`src/rtl/serial_arith_pkg.sv`:
```
// -----------------------------------------------------------------------------
// serial_arith_pkg
// Shared definitions for the bit-serial arithmetic blocks (adder, subtractor).
//   state_t       : control FSM states IDLE / RUN / DONE
//   DEFAULT_WIDTH : default operand width
//   cnt_w()       : width of the bit counter for a given operand width
// -----------------------------------------------------------------------------
package serial_arith_pkg;

  typedef enum logic [1:0] {
    IDLE = 2'd0,
    RUN  = 2'd1,
    DONE = 2'd2
  } state_t;

  localparam int DEFAULT_WIDTH = 8;

  // Counter must hold 0..width-1; width >= 2 keeps this at least 1 bit.
  function automatic int cnt_w(input int width);
    return $clog2(width);
  endfunction

endpackage

```
`src/rtl/serial_subtractor_if.sv`:
```
// -----------------------------------------------------------------------------
// serial_subtractor_if
// Start-driven operand/result bundle for the serial subtractor.
//   start    : request strobe (master -> slave)
//   operand1 : minuend        (master -> slave)
//   operand2 : subtrahend     (master -> slave)
//   busy     : subtraction in progress (slave -> master)
//   done     : one-cycle completion pulse (slave -> master)
//   diff     : {borrow, difference} (slave -> master)
//   ovf      : signed overflow, present only with SERIAL_SUB_OVF_EN
// -----------------------------------------------------------------------------
interface serial_subtractor_if #(
  parameter int WIDTH = 8
);

  logic             start;
  logic [WIDTH-1:0] operand1;
  logic [WIDTH-1:0] operand2;
  logic             busy;
  logic             done;
  logic [WIDTH:0]   diff;

`ifdef SERIAL_SUB_OVF_EN
  logic             ovf;

  modport master (output start, operand1, operand2, input busy, done, diff, ovf);
  modport slave  (input start, operand1, operand2, output busy, done, diff, ovf);
`else
  modport master (output start, operand1, operand2, input busy, done, diff);
  modport slave  (input start, operand1, operand2, output busy, done, diff);
`endif

endinterface

```
`src/rtl/serial_full_subtractor.sv`:
```
// -----------------------------------------------------------------------------
// serial_full_subtractor
// Combinational 1-bit full subtractor cell computing a - b - bin.
//   a, b : operand bits
//   bin  : borrow in
//   d    : difference bit
//   bout : borrow out
// -----------------------------------------------------------------------------
module serial_full_subtractor (
  input  logic a,
  input  logic b,
  input  logic bin,
  output logic d,
  output logic bout
);

  assign d    = a ^ b ^ bin;
  // Borrow when a=0,b=1, or when a==b and a borrow is already pending.
  assign bout = (~a & b) | (~(a ^ b) & bin);

endmodule

```
`src/rtl/serial_subtractor.sv`:
```
// -----------------------------------------------------------------------------
// serial_subtractor
// Bit-serial unsigned subtractor, LSB first, one bit per clock. Operands are
// captured on start; after WIDTH RUN cycles diff = {borrow, operand1-operand2}
// is registered and done pulses for one cycle.
//   clk   : clock, rising edge
//   reset : asynchronous, active-high
//   bus   : serial_subtractor_if.slave (start/operands in, busy/done/diff out)
// Optional: define SERIAL_SUB_OVF_EN to add the registered signed overflow
// flag bus.ovf.
// -----------------------------------------------------------------------------
module serial_subtractor
  import serial_arith_pkg::*;
#(
  parameter int WIDTH = DEFAULT_WIDTH
) (
  input  logic                 clk,
  input  logic                 reset,
  serial_subtractor_if.slave   bus
);

  localparam int CW = cnt_w(WIDTH);

  state_t           r_state;
  state_t           w_next;
  logic             w_load;
  logic             w_last;

  logic [WIDTH-1:0] r_a;
  logic [WIDTH-1:0] r_b;
  logic             r_borrow;
  logic [CW-1:0]    r_cnt;
  logic [WIDTH-1:0] r_res;
  logic [WIDTH:0]   r_diff;

  logic             w_d;
  logic             w_bout;

  serial_full_subtractor u_cell (
    .a    (r_a[0]),
    .b    (r_b[0]),
    .bin  (r_borrow),
    .d    (w_d),
    .bout (w_bout)
  );

  // NOTE: non-blocking assignments in clocked blocks so every register samples
  // pre-edge values regardless of statement order.
  always_ff @(posedge clk or posedge reset) begin
    if (reset) r_state <= IDLE;
    else       r_state <= w_next;
  end

  // NOTE: every signal gets a default before the case so no path leaves it
  // unassigned, which would otherwise infer a latch.
  always_comb begin
    w_next = r_state;
    w_load = 1'b0;
    w_last = 1'b0;
    case (r_state)
      IDLE: begin
        if (bus.start) begin
          w_next = RUN;
          w_load = 1'b1;
        end
      end
      RUN: begin
        // start is deliberately not looked at here: requests during RUN are dropped.
        if (r_cnt == CW'(WIDTH - 1)) begin
          w_next = DONE;
          w_last = 1'b1;
        end
      end
      DONE: begin
        // Accepting start here gives back-to-back operation with no idle gap.
        if (bus.start) begin
          w_next = RUN;
          w_load = 1'b1;
        end else begin
          w_next = IDLE;
        end
      end
      default: w_next = IDLE;
    endcase
  end

  always_ff @(posedge clk or posedge reset) begin
    if (reset) begin
      r_a      <= '0;
      r_b      <= '0;
      r_borrow <= 1'b0;
      r_cnt    <= '0;
      r_res    <= '0;
      r_diff   <= '0;
    end else if (w_load) begin
      r_a      <= bus.operand1;
      r_b      <= bus.operand2;
      r_borrow <= 1'b0;
      r_cnt    <= '0;
      r_res    <= '0;
    end else if (r_state == RUN) begin
      r_a      <= {1'b0, r_a[WIDTH-1:1]};
      r_b      <= {1'b0, r_b[WIDTH-1:1]};
      r_borrow <= w_bout;
      r_cnt    <= r_cnt + CW'(1);
      r_res    <= {w_d, r_res[WIDTH-1:1]};
      // Final bit: fold the current d and borrow-out straight into the result.
      if (w_last) r_diff <= {w_bout, w_d, r_res[WIDTH-1:1]};
    end
  end

`ifdef SERIAL_SUB_OVF_EN
  logic r_ovf;

  // On the final bit r_a[0]/r_b[0] are the operand sign bits and w_d is the
  // result sign bit: overflow iff signs differ and the result sign left A's.
  always_ff @(posedge clk or posedge reset) begin
    if (reset)       r_ovf <= 1'b0;
    else if (w_last) r_ovf <= (r_a[0] ^ r_b[0]) & (w_d ^ r_a[0]);
  end

  assign bus.ovf = r_ovf;
`endif

  assign bus.busy = (r_state == RUN);
  assign bus.done = (r_state == DONE);
  assign bus.diff = r_diff;

endmodule

```
`src/flat_wrapper.sv`:
```
// flat-port wrapper written by rule: the top's interface ports become plain ports
module serial_subtractor_flat import serial_arith_pkg::*;
#(
  parameter int WIDTH = DEFAULT_WIDTH
)
  (clk, reset, bus_start, bus_operand1, bus_operand2, bus_busy, bus_done, bus_diff);
  serial_subtractor_if #(.WIDTH(WIDTH)) bus_i ();
  input  logic clk;
  input  logic reset;
  input wire logic [$bits(bus_i.start)-1:0] bus_start;
  input wire logic [$bits(bus_i.operand1)-1:0] bus_operand1;
  input wire logic [$bits(bus_i.operand2)-1:0] bus_operand2;
  output wire logic [$bits(bus_i.busy)-1:0] bus_busy;
  output wire logic [$bits(bus_i.done)-1:0] bus_done;
  output wire logic [$bits(bus_i.diff)-1:0] bus_diff;
  assign bus_i.start = bus_start;
  assign bus_i.operand1 = bus_operand1;
  assign bus_i.operand2 = bus_operand2;
  assign bus_busy = bus_i.busy;
  assign bus_done = bus_i.done;
  assign bus_diff = bus_i.diff;
  serial_subtractor #(.WIDTH(WIDTH)) u_core (.clk(clk), .reset(reset), .bus(bus_i));
endmodule
```
`config.mk`:
```
export PLATFORM = sky130hd
export DESIGN_NAME = serial_subtractor_flat
export DESIGN_NICKNAME = d
export VERILOG_FILES = /design/src/rtl/serial_arith_pkg.sv /design/src/rtl/serial_subtractor_if.sv /design/src/rtl/serial_full_subtractor.sv /design/src/rtl/serial_subtractor.sv /design/src/flat_wrapper.sv
export SDC_FILE = /design/constraint.sdc
export NUM_CORES = 1
export LEC_CHECK = 0
export BUFFER_PORTS_ARGS = -buffer_cell sky130_fd_sc_hd__buf_4
export CAP_MARGIN = 10
export CORE_MARGIN = 10
export CORE_UTILIZATION = 25
export CTS_BUF_LIST = sky130_fd_sc_hd__clkbuf_8
export DETAILED_ROUTE_END_ITERATION = 16
export PLACE_DENSITY = 0.43
export SETUP_SLACK_MARGIN = 0.5
export SYNTH_ARGS = -nofsm -noshare
export SYNTH_HDL_FRONTEND = slang
export SYNTH_SLANG_ARGS = --single-unit
```
`constraint.sdc`:
```
create_clock -name clk -period 3.4 [get_ports clk]
set_clock_uncertainty 0.05 [all_clocks]
set_input_delay 0.68 -clock clk [delete_from_list [all_inputs] [get_ports clk]]
set_output_delay 0.68 -clock clk [all_outputs]
set_load 0.05 [all_outputs]
```
==> results_dict.tcl, run 1 <==
set metrics [dict create \
    status "finished, final reports clean" \
    p_seq_frac 0.421 \
    grt_overflow 0 \
    p_sw_frac 0.3985 \
    fin_ws_ns 0.9203 \
    required_ns 2.67 \
    syn_nets 164 \
    cts.sinks 38 \
    ctsHoldBuffers 0 \
    wl_per_cell_um 14.08 \
    worstSetupPathType "reg2out" \
    max_slew_margin 0.4435 \
    vias_per_cell 4.372 \
    drc 0 \
    antenna_cells 0 \
    crit_end "bus_busy" \
    period_needed_ns 2.480 \
    arrival_ns 1.75 \
    crit_chain "and2b_4 > buf_4" \
    met1_usage 0.08771 \
    syn_avg_cell_area_um2 12.42 \
    cts_max_path_buffers 2 \
    port_buffers 29 \
    drv_slew 0 \
    area_growth_pct 20.87 \
    rows 30 \
    drv_cap 0 \
    fill_cells 728 \
    rsz0062_at_grt "false" \
    crit_path_end_kind "primary output" \
    period_share 0.7293 \
    cts_buffers 5 \
    die_y_um 104.0 \
    via_count 1163 \
    use_met2 0.1086 \
    cp_slowest_stage_delay_ns 0.69 \
    drtPass1Iterations 2 \
    synth_seq_cells 38 \
    synthesis.area_mm2 0.001763 \
    cts_tree "built" \
    setup_viol 0 \
    path_max_fanout 19 \
    worst_skew_pair.late_latency_ns 0.29 \
    p_int_mw 1.171 \
    top_usage_layer "met2" \
    postCtsSetupRepairBufs 0 \
    clk_pin_slew_ns 0.07 \
    yosys_warnings 0 \
    crit_path_top_delay_cell "dfrtp_1" \
    tightest_slew_ns 0.8348 \
    first_global_vias 1293 \
    finalNetCount 192 \
    place.gp.congestion 0.7083 \
    fin_area_mm2 0.002131 \
    drive_above_1_share 0.3059 \
    drt_iter0_markers 26 \
    final_cells 266 \
    power_switching_uw 775.7 \
    grt.total_usage 0.07164 \
    grt_pass1_wl_um 6368 \
    r2r_start "u_core.r_state[1]" \
    cts-root-buf "clkbuf_8" \
    worstReg2RegEnd "u_core.r_cnt[0]" \
    core_mm2 0.006832 \
    fmax_ghz 0.4033 \
    pwr-share-clk 0.150 \
    cts_resized 0 \
    drtAntennaViolNets 0 \
    dp_slack_ns 1.216 \
    htree_levels 2 \
    use_met3 0.02912 \
    routed_wl_um 3744 \
    startpoint "u_core.r_state[1]" \
    hold_viol_final 0 \
    fin_tns_setup_ns 0 \
    syn_inst 142 \
    placedCellCount 259 \
    synth.distinct_cells 25 \
    r2r.worst_path.cells 3 \
    hpwlAfterDp_um 2670 \
    ios 30 \
    leakage_nw 0.9741 \
    placed_area_mm2 0.002052 \
    synth-seq-area-share 0.5394 \
    peakVddDrop_mv 0.2284 \
    hold_class "reg2reg" \
    die_w_um 104.0 \
    reg2reg_slack_ns 1.58 \
    comb_power_share 0.428 \
    antenna_found_initial 0 \
    crit_path_start_kind "flop" \
    grt_max_degree 26 \
    start_util 0.2581 \
    die-area_mm2 0.01081 \
    power.density_mw_per_mm2 913.5 \
]
==> flip-flops by register name, summed over array words and instances (netlist names) <==
name,count
u_core.r_a,8
u_core.r_state,2
u_core.bus.diff,9
u_core.r_borrow,1
u_core.r_cnt,3
u_core.r_b,8
u_core.r_res,7
==> power groups by stage <==
stage                     logic [mW]  clock network [mW]  registers (mW)
after global placement         0.830                   0           0.819
after floorplan                0.558                   0           0.911
after detailed placement       0.852                   0           0.829
after CTS                      0.849               0.310           0.823
after global routing           0.926               0.328           0.853
final                          0.833               0.293           0.820
==> how the worst min path moves through the flow <==
stage               cells past startpoint            endpoint          startpoint  slack (ns)
detailed placement                      2  u_core.bus.diff[8]  u_core.bus.diff[8]        0.43
global route                            1       u_core.r_b[5]       u_core.r_b[5]        0.48
global placement                        1       u_core.r_b[5]       u_core.r_b[5]        0.42
floorplan                               1       u_core.r_b[4]       u_core.r_b[4]        0.40
CTS                                     2  u_core.bus.diff[8]  u_core.bus.diff[8]        0.45
finish                                  2  u_core.bus.diff[8]  u_core.bus.diff[8]        0.44
==> per-layer routing <==
layer  wire length [um]  vias up
li1                   -      572
met1               1750      556
met2               1711       27
met3                221        8
met4                 61        0
met5                  0        -
==> worst max-delay path, delay by kind of cell, from the launching register on <==
family / cells / cell delay, ns
buffers and inverters: 1 / 0.24
DFF: 1 / 0.69
and+or+nand+nor: 1 / 0.52
==> synth_stat cells <==
master | n | area, um2
nor2b_2 | 1 | 8.760
nand2_1 | 3 | 11.26
a221o_1 | 1 | 10.01
ha_1 | 2 | 25.02
nor2_1 | 2 | 7.510
buf_4 | 1 | 7.510
fa_1 | 1 | 20.02
nor2_4 | 1 | 11.26
a211oi_1 | 11 | 82.58
o21ai_0 | 3 | 15.01
a22o_1 | 13 | 113.9
buf_6 | 2 | 22.52
a21o_1 | 3 | 22.52
a21oi_1 | 11 | 55.05
and2b_4 | 1 | 10.01
inv_1 | 5 | 18.77
buf_2 | 6 | 30.03
dfrtp_1 | 38 | 950.9
nand3b_4 | 1 | 20.02
nand3_1 | 1 | 5.000
mux2_2 | 10 | 112.6
clkbuf_1 | 1 | 3.750
mux2i_1 | 12 | 120.1
nor2b_1 | 9 | 56.30
and2b_1 | 3 | 22.52
==> cell usage in the layout (no fill, tap or decap), drive strengths merged <==
| master | n |
|---|---|
| dfrtp | 38 |
| nand3 | 1 |
| ha | 2 |
| and2b | 4 |
| clkbuf | 5 |
| buf | 31 |
| inv | 5 |
| a221o | 1 |
| a21oi | 11 |
| mux2i | 12 |
| nand3b | 1 |
| nor2 | 3 |
| fa | 1 |
| nor2b | 10 |
| a21o | 3 |
| mux2 | 10 |
| a211oi | 11 |
| clkinv | 2 |
| nand2 | 3 |
| o21ai | 3 |
| a22o | 13 |
==> through the flow <==
stage          power [mW]    util  hold slack [ns]
4_1_cts             1.983  0.3119           0.4481
3_3_place_gp        1.648  0.3004           0.4190
2_1_floorplan       1.469       -           0.3984
5_1_grt             2.107  0.3119           0.4840
3_5_place_dp        1.681  0.3004           0.4307
6_report            1.946  0.3119           0.4409
==> cell families (layout without fill, tap and decap cells) <==
| logic type | Yosys count | count (layout) | synth area share |
|---|---|---|---|
| multiplexers | 22 | 22 | 0.1320 |
| flip-flops | 38 | 38 | 0.5394 |
| AO/OA/AOI/OAI | 42 | 42 | 0.1696 |
| buffers and inverters | 15 | 43 | 0.04684 |
| adder cells (fa/ha/maj) | 3 | 3 | 0.02555 |
| AND/OR/NAND/NOR | 22 | 22 | 0.08658 |
==> final cells by class <==
class | count | area [um2] | share of cell area
clock inverters | 2 | 10.01 | 0.004698
multi-input cells | 89 | 729.5 | 0.3423
flip-flops and latches | 38 | 950.9 | 0.4463
repair buffers | 31 | 232.7 | 0.1092
clock buffers | 5 | 68.82 | 0.03230
well taps | 96 | 120.1 | 0.05637
inverters | 5 | 18.77 | 0.008808
Power figures use the tool's default switching activity.
==> inputs of run 2 (changes only) <==
Settings changed: ABC_AREA set to 1.
Clock period 3.4 ns to 2.4 ns, I/O delays scaled along.
==> results_dict.tcl, run 2 <==
set metrics [dict create \
    crit_path_top_delay_cell "dfrtp_1" \
    grt_overflow 0 \
    routed_wl_um 3780 \
    cts.sinks 38 \
    synth_seq_cells 38 \
    port_buffers 29 \
    synth_top_area_share 0.5891 \
    grt_max_degree 39 \
    setup_viol 0 \
    synth.distinct_cells 16 \
    cts_resized 0 \
    htree_levels 2 \
    p_int_mw 1.533 \
    pwr-share-clk 0.146 \
    r2r.worst_path.cells 5 \
    clk_pin_slew_ns 0.07 \
    synth_flop_cell "dfrtp_1" \
    crit_chain "inv_2 > nor2_2 > buf_4" \
    fmax_ghz 0.5567 \
    path_max_fanout 6 \
    r2r_start "u_core.r_cnt[0]" \
    max_slew_margin 0.5633 \
    cts_buffers 5 \
    postCtsSetupRepairBufs 0 \
    cts_max_path_buffers 2 \
    rsz0062_at_grt "false" \
    wl_per_cell_um 12.99 \
    synthesis.area_mm2 0.001614 \
    start_util 0.2556 \
    place.gp.congestion 0.7220 \
    finalNetCount 236 \
    core_mm2 0.006314 \
    crit_path_start_kind "flop" \
    rows 29 \
    drv_slew 0 \
    drive_above_1_share 0.1963 \
    syn_inst 183 \
    synth_common_cells "nand2_1 (72), dfrtp_1 (38), nand3_1 (37)" \
    final_cell_mix "nand2_1 (72), dfrtp_1 (38), nand3_1 (37)" \
    crit_path_end_kind "primary output" \
    grt.total_usage 0.07849 \
    vias_per_cell 4.388 \
    cp_slowest_stage_delay_ns 0.41 \
    worstSetupPathType "reg2out" \
    hpwlAfterDp_um 2522 \
    power.density_mw_per_mm2 1391 \
    cts_tree "built" \
    leakage_nw 1.019 \
    arrival_ns 1.27 \
    drtAntennaViolNets 0 \
    drtPass1Iterations 4 \
    antenna_found_initial 0 \
    p_sw_frac 0.4432 \
    timing.hold.ws_ns 0.2608 \
    ios 30 \
    dp_slack_ns 0.8850 \
    power_switching_mw 1.221 \
    required_ns 1.87 \
    ctsHoldBuffers 0 \
    cts-root-buf "clkbuf_8" \
    hold_class "in2async" \
    synth-seq-area-share 0.5891 \
    synth_edf_count 0 \
    worst_skew_pair.late_latency_ns 0.28 \
    worstReg2RegEnd "u_core.bus.diff[0]" \
    syn_nets 205 \
    yosysMostFrequentCell "nand2_1" \
    synthTopCellsByArea "dfrtp_1 (59%), nand2_1 (17%), nand3_1 (11%), inv_1 (2.3%), buf_2 (1.6%)" \
    yosys_warnings 0 \
    synth-async-reset-ratio 1.000 \
    die-area_mm2 0.01007 \
    largest_reg_flops 9 \
    via_count 1277 \
    tightest_slew_ns 0.6543 \
    finalPower_mw 2.754 \
    period_share 0.7485 \
    fin_ws_ns 0.6036 \
    comb_power_share 0.454 \
    peakVddDrop_mv 0.5019 \
    area_growth_pct 22.64 \
    period_needed_ns 1.796 \
    first_global_vias 1378 \
    drv_cap 0 \
    drc 0 \
    drt_iter0_markers 47 \
    status "finished, final reports clean" \
    yosys.area.top_type "dfrtp_1" \
    syn_avg_cell_area_um2 8.820 \
    reg2reg_slack_ns 0.97 \
    grt_pass1_wl_um 6444 \
    die_w_um 100.4 \
    hold_viol_final 0 \
    layout_commonest_cell "nand2_1" \
    die_y_um 100.4 \
    antenna_cells 0 \
    fin_tns_setup_ns 0 \
    p_seq_frac 0.400 \
]
run 2: cell types whose count changed in the layout (fill, tap and decap cells not counted), moves of 10 or more:
cell      delta
nand2_1     +69
a21oi_1     -11
a22o_1      -13
mux2_2      -10
mux2i_1     -12
nand3_1     +36
a211oi_1    -11
run 2: how the worst max path moves through the flow:
| stage | slack, ns | endpoint | from |
|---|---|---|---|
| after global placement | 0.86 | u_core.r_b[4] | bus_start |
| after global routing | 0.52 | bus_busy | u_core.r_state[0] |
| final | 0.60 | bus_busy | u_core.r_state[0] |
| after floorplan | 0.80 | bus_done | u_core.r_state[0] |
| after detailed placement | 0.89 | u_core.r_a[6] | bus_start |
| after CTS | 0.58 | bus_busy | u_core.r_state[0] |
run 2: metal layers:
metal | vias up | track usage | wire [um]
met3 | 5 | 0.03228 | 240
met1 | 602 | 0.09631 | 1784
met4 | 0 | 0.02283 | 36
li1 | 644 | - | -
met2 | 26 | 0.1231 | 1719
met5 | - | 0 | 0
run 2: kinds of logic after synthesis:
logic type | share of synthesized area
AOI/OAI and AO/OA | 0.02790
buffers and inverters | 0.05504
adders and majority gates | 0.02790
and+or+nand+nor | 0.3000
DFF | 0.5891
run 2: final cells by class:
class | instances | area (um2)
clock buffers | 5 | 68.82
clock inverters | 2 | 7.507
fillers | 712 | 4334
inverters | 11 | 41.29
multi-input cells | 126 | 574.3
flip-flops and latches | 38 | 950.9
well taps | 77 | 96.34
repair buffers | 32 | 240.2
run 2: power by group through the flow:
stage                     clock [mW]  sequential (mW)  combinational, mW
final                          0.402             1.10               1.25
after global routing           0.450             1.14               1.41
after CTS                      0.418             1.10               1.28
after detailed placement           0             1.11               1.27
after global placement             0             1.11               1.26
after floorplan                    0             1.34              0.694
run 2: critical path: cells and delay by family, from the launching register on:
family | cells | cell delay, ns
AND/OR/NAND/NOR | 1 | 0.25
flip-flops | 1 | 0.41
buffers and inverters | 2 | 0.32
run 2: through the flow:
stage                     instance area, um2  std cells  utilization
after floorplan                         1614        183            -
after global placement                  1903        284       0.3014
after detailed placement                1903        284       0.3014
after CTS                               1979        291       0.3135
after global routing                    1979        291       0.3135
final                                   1979        291       0.3135
==> inputs of run 3 (changes only) <==
Settings changed: ABC_AREA 1 to 0.
Clock period 2.4 ns to 1.8 ns, I/O delays scaled along.
==> results_dict.tcl, run 3 (same netlist as run 1, synthesis figures left out) <==
set metrics [dict create \
    r2r_start "u_core.r_state[1]" \
    place.gp.congestion 0.6911 \
    start_util 0.2581 \
    crit_family "flip-flops" \
    crit_chain "and2b_4 > buf_8" \
    die_y_um 104.0 \
    placedCellCount 263 \
    crit_path_end_kind "primary output" \
    tightest_slew_ns 0.4947 \
    finalPower_mw 4.469 \
    cts_tree "built" \
    worstReg2RegEnd "u_core.r_b[6]" \
    antenna_found_initial 0 \
    drtAntennaViolNets 0 \
    final_cells 291 \
    fin_area_mm2 0.002547 \
    wl_per_cell_um 14.55 \
    fmax_ghz 0.6427 \
    htree_levels 2 \
    hold_class "in2async" \
    peakVddDrop_mv 0.4853 \
    leakage_nw 1.180 \
    power.density_mw_per_mm2 1754 \
    rows 30 \
    hpwlAfterDp_um 2698 \
    finalNetCount 216 \
    p_sw_frac 0.3742 \
    via_count 1296 \
    final_cell_mix "dfrtp_1 (36), buf_4 (33), buf_6 (16)" \
    hold_viol_final 0 \
    cts.sinks 38 \
    die-area_mm2 0.01081 \
    comb_power_share 0.523 \
    p_int_mw 2.797 \
    crit_path_start_kind "flop" \
    first_global_vias 1391 \
    power_switching_mw 1.672 \
    crit_path_top_delay_cell "dfrtp_2" \
    area_growth_pct 44.50 \
    clk_pin_slew_ns 0.07 \
    reg2reg_slack_ns 0.26 \
    worstSetupPathType "reg2out" \
    ctsHoldBuffers 0 \
    grt_max_degree 39 \
    cts_buffers 5 \
    period_share 0.8645 \
    layout_commonest_cell "dfrtp_1" \
    setup_viol 0 \
    drive_above_1_share 0.4615 \
    core_mm2 0.006832 \
    ios 30 \
    cp_slowest_stage_delay_ns 0.44 \
    fin_tns_setup_ns 0 \
    drtPass1Iterations 4 \
    drc 0 \
    placed_area_mm2 0.002131 \
    grt_overflow 0 \
    rsz0062_at_grt "true" \
    grt_pass1_wl_um 7044 \
    arrival_ns 1.15 \
    r2r.worst_path.cells 6 \
    path_max_fanout 4 \
    die_w_um 104.0 \
    pwr-share-clk 0.136 \
    cts_max_path_buffers 2 \
    routed_wl_um 4233 \
    antenna_cells 0 \
    required_ns 1.39 \
    drt_iter0_markers 41 \
    status "finished, final reports clean" \
    worst_skew_pair.late_latency_ns 0.29 \
    max_slew_margin 0.6702 \
    post-route-util 0.3729 \
    period_needed_ns 1.556 \
    drv_slew 0 \
    drv_cap 0 \
    cts-root-buf "clkbuf_8" \
    grt.total_usage 0.07786 \
    p_seq_frac 0.341 \
    port_buffers 29 \
    critPathBufInv 1 \
    vias_per_cell 4.454 \
    largest_reg_flops 9 \
]
run 3: cell types whose count changed in the layout (fill, tap and decap cells not counted), sizes merged, moves of 12 or more:
| cell | previous run | this run |
|---|---|---|
| mux2i | 0 | 12 |
| buf | 32 | 54 |
| a22o | 0 | 13 |
| nand3 | 37 | 1 |
| nand2 | 73 | 3 |
run 3: power by group through the flow:
| stage | Sequential [mW] | Combinational (mW) | Clock, mW |
|---|---|---|---|
| after global placement | 1.52 | 1.73 | 0 |
| final | 1.52 | 2.34 | 0.609 |
| after CTS | 1.52 | 2.09 | 0.635 |
| after floorplan | 1.73 | 1.18 | 0 |
| after detailed placement | 1.54 | 1.76 | 0 |
| after global routing | 1.58 | 2.53 | 0.668 |
run 3: how the worst max path moves through the flow:
stage                           start                  to  slack (ns)  depth (start not counted)
global placement    u_core.r_state[1]            bus_busy        0.36                          2
floorplan             u_core.r_cnt[1]  u_core.bus.diff[0]        0.41                          5
global route        u_core.r_state[1]            bus_busy        0.20                          2
finish              u_core.r_state[1]            bus_busy        0.24                          2
detailed placement    u_core.r_cnt[1]  u_core.bus.diff[1]        0.34                          4
CTS                 u_core.r_state[1]            bus_busy        0.23                          2
run 3: tightest hold or removal path, cell delays in order:
cell   delay (ns)
buf_4        0.11
inv_1        0.04
buf_4        0.42
run 3: stage by stage:
| stage | worst slack, ns | hold WS, ns |
|---|---|---|
| 4_1_cts | 0.2291 | 0.1587 |
| 5_1_grt | 0.1996 | 0.2074 |
| 3_5_place_dp | 0.3424 | 0.4212 |
| 6_report | 0.2440 | 0.1449 |
| 3_3_place_gp | 0.3602 | 0.4130 |
| 2_1_floorplan | 0.4084 | 0.3984 |
run 3: repair_timing:
item                       in CTS  in global routing
gates resized for setup        17                 24
gates cloned                    0                  1
buffers inserted               14                  5
pin swaps                       0                  5
setup endpoints to repair      28                 46
run 3: cell type report:
class	count	area [um2]
flip-flops and latches	38	953.4
clock buffers	6	82.58
multi-input cells	89	830.8
well taps	96	120.1
clock inverters	2	8.758
fillers	704	4284
repair buffers	55	533.0
inverters	5	18.77
run 3: metal layers:
metal / GRT usage / wire length (um) / vias up
met5: 0 / 0 / -
met4: 0.02087 / 13 / 0
met3: 0.03470 / 284 / 2
met2: 0.1203 / 2001 / 34
met1: 0.09587 / 1933 / 644
li1: - / - / 616
